--- config.mk ---
export PLATFORM = sky130hd
export DESIGN_NAME = if_fetch_ctrl
export DESIGN_NICKNAME = d
export VERILOG_FILES = /design/src/rtl/if_fetch_ctrl.sv
export SDC_FILE = /design/constraint.sdc
export NUM_CORES = 1
export LEC_CHECK = 0
export BUFFER_PORTS_ARGS = -buffer_cell sky130_fd_sc_hd__buf_2
export CAP_MARGIN = 30
export CORE_ASPECT_RATIO = 0.75
export CORE_MARGIN = 10
export CORE_UTILIZATION = 50
export CTS_CLUSTER_DIAMETER = 60
export DETAILED_ROUTE_END_ITERATION = 16
export MAX_ROUTING_LAYER = met4
export PLACE_DENSITY = 0.75
export SLEW_MARGIN = 10
export SYNTH_ARGS = -nofsm -noshare
export SYNTH_HDL_FRONTEND = slang
export SYNTH_SLANG_ARGS = --single-unit
--- constraint.sdc ---
create_clock -name clk -period 2.7 [get_ports clk]
set_input_delay 0.54 -clock clk [delete_from_list [all_inputs] [get_ports clk]]
set_output_delay 0.54 -clock clk [all_outputs]
set_load 0.02 [all_outputs]
--- src/rtl/if_fetch_ctrl.sv ---
// if_fetch_ctrl: IF-stage fetch controller.
// Owns the PC, drives the instruction-memory request/ack handshake and loads
// the IF/ID pipeline register. A one-entry skid buffer catches a response that
// lands while the pipe is stalled, and a drop flag squashes a fetch that was
// already in flight when a redirect arrived.
//
// Ports:
//   clk, rst_n          clock (rising edge), asynchronous active-low reset
//   stall               hold IF/ID and PC
//   branch_taken        redirect pulse from EX (overrides stall)
//   branch_target       redirect address, bits [1:0] forced to 0
//   imem_req/imem_addr  fetch request and address (registered)
//   imem_ack/imem_rdata response strobe and instruction word
//   if_id_pc/pc4/instr  IF/ID contents
//   if_id_valid         IF/ID holds a live instruction
//
// state | meaning
// IDLE  | out of reset, no request yet
// FETCH | request to imem_addr outstanding (or being squashed when drop=1)
// HOLD  | response parked in skid buffer, waiting for stall to clear
module if_fetch_ctrl #(
    parameter int              PC_W     = 32,
    parameter int              INSTR_W  = 32,
    parameter logic [PC_W-1:0] RESET_PC = '0
) (
    input  logic               clk,
    input  logic               rst_n,
    input  logic               stall,
    input  logic               branch_taken,
    input  logic [PC_W-1:0]    branch_target,
    output logic               imem_req,
    output logic [PC_W-1:0]    imem_addr,
    input  logic               imem_ack,
    input  logic [INSTR_W-1:0] imem_rdata,
    output logic [PC_W-1:0]    if_id_pc,
    output logic [PC_W-1:0]    if_id_pc4,
    output logic [INSTR_W-1:0] if_id_instr,
    output logic               if_id_valid
);

    typedef enum logic [1:0] {
        IDLE  = 2'd0,
        FETCH = 2'd1,
        HOLD  = 2'd2
    } state_t;

    localparam logic [PC_W-1:0] ALIGN_MASK = ~PC_W'(3);
    localparam logic [PC_W-1:0] PC_STEP    = PC_W'(4);
    localparam logic [PC_W-1:0] PC_RST     = RESET_PC & ALIGN_MASK;

    state_t               r_state, w_state_nxt;
    logic [PC_W-1:0]      r_pc, w_pc_nxt;
    logic                 r_drop, w_drop_nxt;
    logic                 r_req, w_req_nxt;
    logic [PC_W-1:0]      r_addr, w_addr_nxt;
    logic [INSTR_W-1:0]   r_skid_instr, w_skid_instr_nxt;
    logic [PC_W-1:0]      r_skid_pc, w_skid_pc_nxt;
    logic [PC_W-1:0]      r_id_pc, w_id_pc_nxt;
    logic [PC_W-1:0]      r_id_pc4, w_id_pc4_nxt;
    logic [INSTR_W-1:0]   r_id_instr, w_id_instr_nxt;
    logic                 r_id_valid, w_id_valid_nxt;

    logic [PC_W-1:0]      w_tgt;
    logic [PC_W-1:0]      w_pc4;
    logic [PC_W-1:0]      w_skid_pc4;

    assign w_tgt      = branch_target & ALIGN_MASK;
    assign w_pc4      = r_pc + PC_STEP;
    assign w_skid_pc4 = r_skid_pc + PC_STEP;

    always_ff @(posedge clk or negedge rst_n) begin
        if (!rst_n) begin
            r_state      <= IDLE;
            r_pc         <= PC_RST;
            r_drop       <= 1'b0;
            r_req        <= 1'b0;
            r_addr       <= PC_RST;
            r_skid_instr <= '0;
            r_skid_pc    <= '0;
            r_id_pc      <= '0;
            r_id_pc4     <= '0;
            r_id_instr   <= '0;
            r_id_valid   <= 1'b0;
        end else begin
            r_state      <= w_state_nxt;
            r_pc         <= w_pc_nxt;
            r_drop       <= w_drop_nxt;
            r_req        <= w_req_nxt;
            r_addr       <= w_addr_nxt;
            r_skid_instr <= w_skid_instr_nxt;
            r_skid_pc    <= w_skid_pc_nxt;
            r_id_pc      <= w_id_pc_nxt;
            r_id_pc4     <= w_id_pc4_nxt;
            r_id_instr   <= w_id_instr_nxt;
            r_id_valid   <= w_id_valid_nxt;
        end
    end

    always_comb begin
        w_state_nxt      = r_state;
        w_pc_nxt         = r_pc;
        w_drop_nxt       = r_drop;
        w_req_nxt        = r_req;
        w_addr_nxt       = r_addr;
        w_skid_instr_nxt = r_skid_instr;
        w_skid_pc_nxt    = r_skid_pc;
        w_id_pc_nxt      = r_id_pc;
        w_id_pc4_nxt     = r_id_pc4;
        w_id_instr_nxt   = r_id_instr;
        w_id_valid_nxt   = r_id_valid;

        case (r_state)
            IDLE: begin
                w_state_nxt = FETCH;
                w_req_nxt   = 1'b1;
                if (branch_taken) begin
                    w_pc_nxt   = w_tgt;
                    w_addr_nxt = w_tgt;
                end else begin
                    w_addr_nxt = r_pc;
                end
            end
            FETCH: begin
                if (r_drop) begin
                    // Squashing the stale request: address stays put until its
                    // ack, then the newest target is requested.
                    w_id_valid_nxt = 1'b0;
                    if (branch_taken) w_pc_nxt = w_tgt;
                    if (imem_ack) begin
                        w_drop_nxt = 1'b0;
                        w_addr_nxt = branch_taken ? w_tgt : r_pc;
                    end
                end else if (branch_taken) begin
                    w_pc_nxt       = w_tgt;
                    w_id_valid_nxt = 1'b0;
                    if (imem_ack) w_addr_nxt = w_tgt;
                    else          w_drop_nxt = 1'b1;
                end else if (imem_ack) begin
                    if (stall) begin
                        w_skid_instr_nxt = imem_rdata;
                        w_skid_pc_nxt    = r_pc;
                        w_req_nxt        = 1'b0;
                        w_state_nxt      = HOLD;
                    end else begin
                        w_id_pc_nxt    = r_pc;
                        w_id_pc4_nxt   = w_pc4;
                        w_id_instr_nxt = imem_rdata;
                        w_id_valid_nxt = 1'b1;
                        w_pc_nxt       = w_pc4;
                        w_addr_nxt     = w_pc4;
                    end
                end else if (!stall) begin
                    w_id_valid_nxt = 1'b0;
                end
            end
            HOLD: begin
                if (branch_taken) begin
                    w_pc_nxt         = w_tgt;
                    w_id_valid_nxt   = 1'b0;
                    w_skid_instr_nxt = '0;
                    w_skid_pc_nxt    = '0;
                    w_req_nxt        = 1'b1;
                    w_addr_nxt       = w_tgt;
                    w_state_nxt      = FETCH;
                end else if (!stall) begin
                    w_id_pc_nxt    = r_skid_pc;
                    w_id_pc4_nxt   = w_skid_pc4;
                    w_id_instr_nxt = r_skid_instr;
                    w_id_valid_nxt = 1'b1;
                    w_pc_nxt       = w_skid_pc4;
                    w_req_nxt      = 1'b1;
                    w_addr_nxt     = w_skid_pc4;
                    w_state_nxt    = FETCH;
                end
            end
            default: begin
                w_state_nxt = IDLE;
                w_req_nxt   = 1'b0;
            end
        endcase
    end

    assign imem_req    = r_req;
    assign imem_addr   = r_addr;
    assign if_id_pc    = r_id_pc;
    assign if_id_pc4   = r_id_pc4;
    assign if_id_instr = r_id_instr;
    assign if_id_valid = r_id_valid;

endmodule

==> results.toml, run 1 <==
[power]
swShare = 0.4602
pwr-share-seq = 0.293
power_switching_uw = 9754
power_uw = 21190
ir_worst_vdd_uv = 783.0
internal_power_uw = 11440
p_leak_uw = 0.006680
power_density_nw_per_um2 = 1419
combPwrFrac = 0.529
clkPwrFrac = 0.179

[synth]
syn_nets = 1481
yosys.area.top_type = "dfrtp_1"
synth-edff-count = 0
synth-seq-area-share = 0.4652
synth-seq-cells = 226
yosys_warnings = 0
netlist_area_um2 = 12160
synthFlopType = "dfrtp_1"
synth_cell_types = 66
synth_top_area_frac = 0.4652
yosys-top-cells-area = "dfrtp_1 (47%), nand2_1 (8.5%), mux2_2 (5.1%), o21ai_0 (5.0%), a31oi_1 (4.0%)"
synth_cells = 1406
synthArstFlopShare = 1.000
synth.avg_cell_area_um2 = 8.646

[place]
port_buffers = 196
dpl.hpwl_um = 32210
placed_cell_area_um2 = 13960
gp_congestion = 0.9719
dp.cells = 1907

[route]
ant_nets = 0
vias = 11590
post-route-drc-count = 0
vias_per_cell = 5.921
wl_per_cell_um = 21.98
drtIter0Drc = 1161
wl_um = 43040
first_pass_iters = 5

[grt]
grt_antenna_before_repair = 1
grt_pass1_wl_um = 66430
grt_pass1_vias = 11310
grt_start_max_net_pins = 127
grt_usage = 0.2807
grt-ovfl-total = 0

[cells_and_area]
multi_input_area_um2 = 5947
fin_area_um2 = 14940
synthToLayoutAreaGrowth_pct = 22.88
fillCellCount = 2078
nets = 1681
instances_no_fill = 1958
area.sequential_um2 = 5655
drive_gt1_frac = 0.2565

[clocking]
htreeDepth = 1
cts_buffers = 26
clk_latency_ns = 0.54
tritoncts = "done"
clk_pin_slew_worst_paths_ns = 0.06
cts_buffer_depth = 3
clockRootBuffer = "clkbuf_16"
cts_num_sinks = 226

[sta]
fin_skew_ns = 0.01131
max_freq_ghz = 0.3904
final.period_utilization = 0.9487
finalMaxSlewViolations = 0
grt_setup_unrepaired = "no"
finalHoldViolCount = 0
fin_tns_setup_ns = 0
worstMarginPinSlew_ns = 0.6128
maxSlewHeadroom = 0.5877
finalCriticalPeriod_ns = 2.562
setup_viol = 0

[setup_path]
critical_path_arrival_ns = 3.04
crit_fanout = 7
crit_type = "register to register"
cp-end-kind = "register"
worstSetupStartpointType = "register"
worstPathRequired_ns = 3.18

[floorplanning]
dieArea_um2 = 31010
initial_core_util = 0.5071
rows = 49
io_pins = 199
die_h_um = 155.0
die_x_um = 200.1
core_area_um2 = 23970

[status]
status = "finished, final reports clean"

[hold_path]
hp-class = "input pin to register"

[run]
cap_violations = 0
cells in the mapped netlist (7+ instances only):
cell type,instances
nor2b_1,11
nand2b_1,9
a31oi_1,78
nand3_1,31
dfrtp_1,226
o221ai_1,9
clkbuf_1,104
mux2i_1,11
xor2_1,23
xnor2_1,27
or3_1,16
a211oi_1,7
o31ai_1,16
nor4_1,22
and3_1,9
buf_2,13
o21ai_0,122
a21oi_1,42
inv_1,23
nor2_1,117
mux2_2,55
nor3_1,23
nand2_1,276
nand4_1,26
logic make-up (layout without fill, tap and decap cells):
group                      Yosys count  after routing  synth area share
muxes                               67             67           0.06124
buffers and inverters              153            373           0.05095
and+or+nand+nor                    566            566            0.2086
adders and majority gates            6              6          0.006175
other                                0              1                 0
DFF                                226            226            0.4652
AOI/OAI and AO/OA                  338            338            0.1718
xor gates and xnor gates            50             50           0.03602
cell type report:
class / count / share of cell area
Clock inverter: 16 / 0.01457
Sequential cell: 226 / 0.3786
Multi-Input combinational cell: 1027 / 0.3981
Tap cell: 331 / 0.02772
Timing Repair Buffer: 300 / 0.1268
Clock buffer: 32 / 0.04774
Antenna cell: 1 / 0.0001675
Inverter: 25 / 0.006282
registers in the layout, indices dropped and copies added, names as in the netlist:
signal and cells:
if_id_pc 32, r_drop 1, if_id_instr 32, r_pc 32
imem_addr 32, r_skid_pc 32, r_skid_instr 32, r_state 2
if_id_pc4 30, if_id_valid 1
stage by stage:
| stage | worst slack (ns) | hold slack, ns | utilization |
|---|---|---|---|
| 3_3_place_gp | 0.1532 | 0.4496 | 0.5822 |
| 5_1_grt | 0.005467 | 0.2732 | 0.6232 |
| 6_report | 0.1384 | 0.2721 | 0.6232 |
| 2_1_floorplan | 0.1516 | 0.2444 | - |
| 4_1_cts | 0.003372 | 0.2593 | 0.6214 |
| 3_5_place_dp | 0.006534 | 0.4565 | 0.5822 |
power groups by stage:
stage | registers (µW) | logic, µW | clock network, µW
floorplan | 7030 | 5960 | 0
global placement | 6130 | 10700 | 0
detailed placement | 6220 | 11000 | 0
CTS | 6180 | 11100 | 3830
global route | 6400 | 12100 | 3980
finish | 6200 | 11200 | 3790
metal layers:
| metal | wire length (µm) | track usage |
|---|---|---|
| met1 | 19100 | 0.3974 |
| met2 | 18740 | 0.4021 |
| met3 | 3942 | 0.05109 |
| met4 | 1251 | 0.08058 |
| met5 | 0 | - |
timing repair:
item                                    4_1_cts  5_1_grt
endpoints found under the setup margin        0        7
hold endpoints to repair                     52        0
hold buffers                                  1        0
gates resized for setup                       0        3
setup buffers                                 0        0
worst max-delay path, stage by stage, from the launching register on:
cell and delay, ns:
dfrtp_1 0.36, ha_2 0.27, nand2b_1 0.12, or3_1 0.50, or4_1 0.56, a31o_2 0.25
a32oi_1 0.24, mux2_2 0.20
layout by cell type (no fill, tap or decap), types with 9 or more instances in the layout:
master	n
o21ai_0	122
and3_1	9
a21oi_1	41
nor4_1	22
mux2i_1	11
mux2_2	55
nand2_1	276
buf_4	94
a31oi_1	77
xor2_1	23
o31ai_1	16
dfrtp_1	226
nand4_1	26
buf_2	195
nor2b_1	11
nor3_1	22
xnor2_1	27
nand3_1	31
o221ai_1	9
or3_1	16
nor2_1	117
clkbuf_16	26
inv_1	23
worst paths after layout:
check | cells after the start | start | slack [ns] | endpoint
worst max-delay path | 7 | r_pc[3] | 0.14 | imem_addr[30]
worst min-delay path | 3 | imem_rdata[23] | 0.27 | if_id_instr[23]
worst max register to register | 7 | r_pc[3] | 0.14 | imem_addr[30]
worst min register to register | 2 | if_id_pc4[11] | 0.47 | if_id_pc4[11]
max in group asynchronous | 3 | rst_n | 1.43 | if_id_pc4[8]
min in group asynchronous | 2 | rst_n | 0.54 | if_id_pc4[18]
Power figures use the tool's default switching activity.
==> run 2: changes to the inputs <==
--- a/config.mk
+++ b/config.mk
@@ -13,7 +13,7 @@
 export CTS_CLUSTER_DIAMETER = 60
 export DETAILED_ROUTE_END_ITERATION = 16
 export MAX_ROUTING_LAYER = met4
-export PLACE_DENSITY = 0.75
+export PLACE_DENSITY = 0.72
 export SLEW_MARGIN = 10
 export SYNTH_ARGS = -nofsm -noshare
 export SYNTH_HDL_FRONTEND = slang
==> constraint.sdc (replaced) <==
create_clock -name clk -period 3 [get_ports clk]
set_input_delay 0.6 -clock clk [delete_from_list [all_inputs] [get_ports clk]]
set_output_delay 0.6 -clock clk [all_outputs]
set_load 0.02 [all_outputs]
==> run 2 against run 1 <==
- die area stayed put
- wire length down 3.1%
- largest cell class unchanged
- combinational power shrank 14%
- core utilization shrank 1.6 points
==> results.toml, run 2 (synthesis results as in run 1) <==
[status]
status = "finished, final reports clean"

[clocking]
cts_buffers = 24
cts_buffer_depth = 3
clk_latency_ns = 0.52
ctsHoldBuffers = 0
clk_pin_slew_worst_paths_ns = 0.07
clockRootBuffer = "clkbuf_16"
cts_setup_buffers = 0
htreeDepth = 1
cts_resized = 0
tritoncts = "done"
cts_num_sinks = 226

[setup_path]
critical_path_arrival_ns = 3.21
crit_type = "register to register"
worstPathRequired_ns = 3.40
worstSetupStartpointType = "register"
cp-end-kind = "register"
crit_fanout = 7

[sta]
finalHoldViolCount = 0
maxSlewHeadroom = 0.4847
worstMarginPinSlew_ns = 0.7670
grt_setup_unrepaired = "no"
fin_skew_ns = 0.01196
max_freq_ghz = 0.3568
final.period_utilization = 0.9342
finalMaxSlewViolations = 0
finalCriticalPeriod_ns = 2.803
setup_viol = 0
fin_tns_setup_ns = 0

[cells_and_area]
layout.cells.most_common = "nand2_1"
synthToLayoutAreaGrowth_pct = 19.71
fillCellCount = 2105
layout_common_cells = "nand2_1 (276), dfrtp_1 (226), buf_2 (195)"
fin_util = 0.6071
drive_gt1_frac = 0.2408
antenna_cells = 0
nets = 1657

[floorplanning]
die_h_um = 155.0
dieArea_um2 = 31010
core_area_um2 = 23970
initial_core_util = 0.5071
io_pins = 199
die_x_um = 200.1
rows = 49

[grt]
grt_antenna_before_repair = 0
grt_pass1_wl_um = 64030
grt-ovfl-total = 0
grt_pass1_vias = 10780
grt_start_max_net_pins = 101
grt_usage = 0.2715

[route]
ant_nets = 0
wl_um = 41710
drtIter0Drc = 1153
vias_per_cell = 5.850
vias = 11290
first_pass_iters = 6
post-route-drc-count = 0
wl_per_cell_um = 21.61

[power]
p_leak_uw = 0.006474
ir_worst_vdd_uv = 865.3
power_density_nw_per_um2 = 1252

[place]
dpl.hpwl_um = 31360
gp_congestion = 0.9980
port_buffers = 196

[run]
cap_violations = 0

[hold_path]
hp-class = "input pin to asynchronous set/reset pin"
run 2: cell count changes in the layout (fill, tap and decap cells not counted), sizes merged:
cell and delta:
clkinvlp +1, inv -2, bufinv -4, buf -21, clkbuf +3, clkinv -3, diode -1, dlygate4sd3 -1
run 2: layout make-up:
class | count | area, µm² | share of cell area
clock buffers | 35 | 713.2 | 0.04901
clock inverters | 8 | 51.30 | 0.003525
inverters | 25 | 93.84 | 0.006448
multi-input cells | 1027 | 5936 | 0.4079
flip-flops and latches | 226 | 5655 | 0.3886
well taps | 331 | 414.1 | 0.02846
repair buffers | 278 | 1689 | 0.1161
run 2: final timing paths:
path,start,end,slack (ns),cells past startpoint
max in group asynchronous,rst_n,if_id_instr[1],2.08,2
hold / removal,rst_n,if_id_pc4[18],0.05,1
setup / recovery,r_skid_pc[4],imem_addr[23],0.20,6
hold reg to reg,if_id_pc4[12],if_id_pc4[12],0.46,2
min in group clk,imem_rdata[31],if_id_instr[31],0.35,3
setup reg to reg,r_skid_pc[4],imem_addr[23],0.20,6
run 2: per-stage QoR:
| stage | hold slack (ns) | cells | setup WS, ns | cell area (µm²) | power [µW] |
|---|---|---|---|---|---|
| final | 0.05397 | 1930 | 0.1974 | 14550 | 18220 |
| after global routing | 0.09898 | 1930 | 0.05679 | 14550 | 19440 |
| after CTS | 0.07675 | 1930 | 0.2824 | 14550 | 18210 |
| after detailed placement | 0.4512 | 1887 | 0.2806 | 13790 | 15290 |
| after global placement | 0.4523 | 1886 | 0.3754 | 13760 | 15060 |
| after floorplan | 0.3044 | 1406 | 0.4516 | 12160 | 11700 |
run 2: per-layer routing:
layer	wire length, µm	global-route usage
met1	18840	0.3873
met4	1257	0.07230
met5	0	-
met3	3641	0.05432
met2	17970	0.3844
run 2: critical path, stage by stage (launching register included):
cell and delay, ns:
dfrtp_1 0.47, nand3_1 0.28, nor3_1 0.71, nand3_1 0.18
xor2_1 0.43, o221ai_1 0.29, mux2_2 0.32
run 2: where the power goes:
| part | leakage (µW) | total, µW | switching (µW) | internal (µW) |
|---|---|---|---|---|
| clock | 0.000370 | 2890 | 1240 | 1650 |
| sequential | 0.00277 | 5700 | 1190 | 4510 |
| combinational | 0.00334 | 9630 | 6070 | 3560 |
| total | 0.00647 | 18200 | 8500 | 9720 |
==> run 3: changes to the inputs <==
--- a/config.mk
+++ b/config.mk
@@ -10,6 +10,7 @@
 export CORE_ASPECT_RATIO = 0.75
 export CORE_MARGIN = 10
 export CORE_UTILIZATION = 50
+export CTS_BUF_LIST = sky130_fd_sc_hd__clkbuf_16
 export CTS_CLUSTER_DIAMETER = 60
 export DETAILED_ROUTE_END_ITERATION = 16
 export MAX_ROUTING_LAYER = met4
==> run 3 against run 2 <==
- die area unchanged
- critical path depth unchanged
- maximum frequency increased by 0.48%
- wire length rose by 0.27%
- sequential share of layout area rose by 0.13 points
- worst setup slack better by 0.013 ns
- critical path type unchanged
- largest cell class unchanged
- largest power group unchanged
==> results.toml, run 3 (synthesis results as in run 1) <==
[place]
dp_slack_ns = 0.2806
gp_congestion = 0.9980
dpl.hpwl_um = 31360
port_buffers = 196

[clocking]
cts_resized = 0
tritoncts = "done"
clk_pin_slew_worst_paths_ns = 0.07
cts_buffers = 24
cts_buffer_depth = 3
htreeDepth = 1
clk_latency_ns = 0.52
cts_setup_buffers = 0
clockRootBuffer = "clkbuf_16"
cts_num_sinks = 226
ctsHoldBuffers = 0

[route]
wl_met2_um = 18000
post-route-drc-count = 0
wl_um = 41820
vias_per_cell = 5.844
wl_met3_um = 3432
met1_length_um = 19230
first_pass_iters = 5
vias = 11280
highest_layer = "met4"
ant_nets = 0
drtIter0Drc = 1184
wl_per_cell_um = 21.67

[hold_path]
hp-class = "input pin to asynchronous set/reset pin"

[grt]
grt_start_max_net_pins = 101
grt_antenna_before_repair = 0
grt_pass1_wl_um = 64000
grt-ovfl-total = 0
grt_pass1_vias = 10760
grt_usage = 0.2713

[sta]
maxSlewHeadroom = 0.4983
finalMaxSlewViolations = 0
layout_setup_ws_ns = 0.2107
fin_skew_ns = 0.01156
grt_setup_unrepaired = "no"
worstMarginPinSlew_ns = 0.7469
finalCriticalPeriod_ns = 2.789
setup_viol = 0
finalHoldViolCount = 0
max_freq_ghz = 0.3585
fin_tns_setup_ns = 0
final.period_utilization = 0.9298

[floorplanning]
rows = 49
initial_core_util = 0.5071
die_x_um = 200.1
die_h_um = 155.0
dieArea_um2 = 31010
io_pins = 199
core_area_um2 = 23970

[setup_path]
path_delay_family = "simple AND/OR/NAND/NOR gates"
crit_chain = "nand3_1 > nor3_1 > nand3_1 > xor2_1 > o221ai_1 > mux2_2"
ff2ff_path_depth = 6
max_stage_delay_ns = 0.70
worstSetupStartpointType = "register"
critical_path_depth = 6
crit_type = "register to register"
worstPathRequired_ns = 3.40
critical_path_arrival_ns = 3.19
crit_buf_inv = 0
ff2ff_setup_slack_ns = 0.21
slowest_stage = "nor3_1"
r2r_end = "imem_addr[23]"
r2r-start = "r_skid_pc[4]"
crit_fanout = 7
cp_common_cell = "nand3_1"
cp-end-kind = "register"

[power]
p_leak_uw = 0.006467
ir_worst_vdd_uv = 862.4
power_density_nw_per_um2 = 1247

[run]
cap_violations = 0

[status]
status = "finished, final reports clean"

[cells_and_area]
layout.cells.most_common = "nand2_1"
layout_common_cells = "nand2_1 (276), dfrtp_1 (226), buf_2 (195)"
fillCellCount = 2113
nets = 1657
antenna_cells = 0
drive_gt1_frac = 0.2376
synthToLayoutAreaGrowth_pct = 19.30
-- run 3: routing by layer --
| layer | global-route usage | vias to the layer above |
|---|---|---|
| li1 | - | 5334 |
| met5 | - | - |
| met1 | 0.3873 | 5422 |
| met2 | 0.3839 | 461 |
| met4 | 0.07230 | 0 |
| met3 | 0.05432 | 62 |
-- run 3: worst max-delay path by stage --
stage | from | endpoint | slack, ns
floorplan | r_state[0] | imem_addr[24] | 0.45
global placement | r_skid_pc[6] | imem_addr[23] | 0.38
detailed placement | r_skid_pc[2] | r_pc[20] | 0.28
CTS | r_skid_pc[2] | r_pc[20] | 0.28
global route | r_skid_pc[2] | imem_addr[20] | 0.06
finish | r_skid_pc[4] | imem_addr[23] | 0.21
-- run 3: worst register-to-register path: stages, from the launching register on --
cell and delay [ns]:
dfrtp_1 0.46, nand3_1 0.28, nor3_1 0.70, nand3_1 0.18, xor2_1 0.42, o221ai_1 0.30, mux2_2 0.33
-- run 3: power by group --
group	switching [µW]	leakage, µW	total [µW]	internal, µW
logic	6080	0.00334	9640	3560
registers	1190	0.00277	5710	4510
clock network	1240	0.000363	2740	1500
total	8510	0.00647	18100	9580
-- run 3: area by class of cell --
| class | count | area [µm²] | area share |
|---|---|---|---|
| flip-flops and latches | 226 | 5655 | 0.3900 |
| multi-input cells | 1027 | 5936 | 0.4093 |
| clock buffers | 25 | 625.6 | 0.04314 |
| clock inverters | 18 | 88.84 | 0.006125 |
| repair buffers | 278 | 1689 | 0.1165 |
| well taps | 331 | 414.1 | 0.02856 |
| inverters | 25 | 93.84 | 0.006471 |
-- run 3: metrics by stage --
step	instance area, µm²	utilization	total power [µW]	std cells	hold WS [ns]
after floorplan	12160	-	11700	1406	0.3044
after global placement	13760	0.5740	15060	1886	0.4523
after detailed placement	13790	0.5752	15290	1887	0.4512
after CTS	14500	0.6050	18060	1930	0.07746
after global routing	14500	0.6050	19290	1930	0.09889
final	14500	0.6050	18090	1930	0.05585
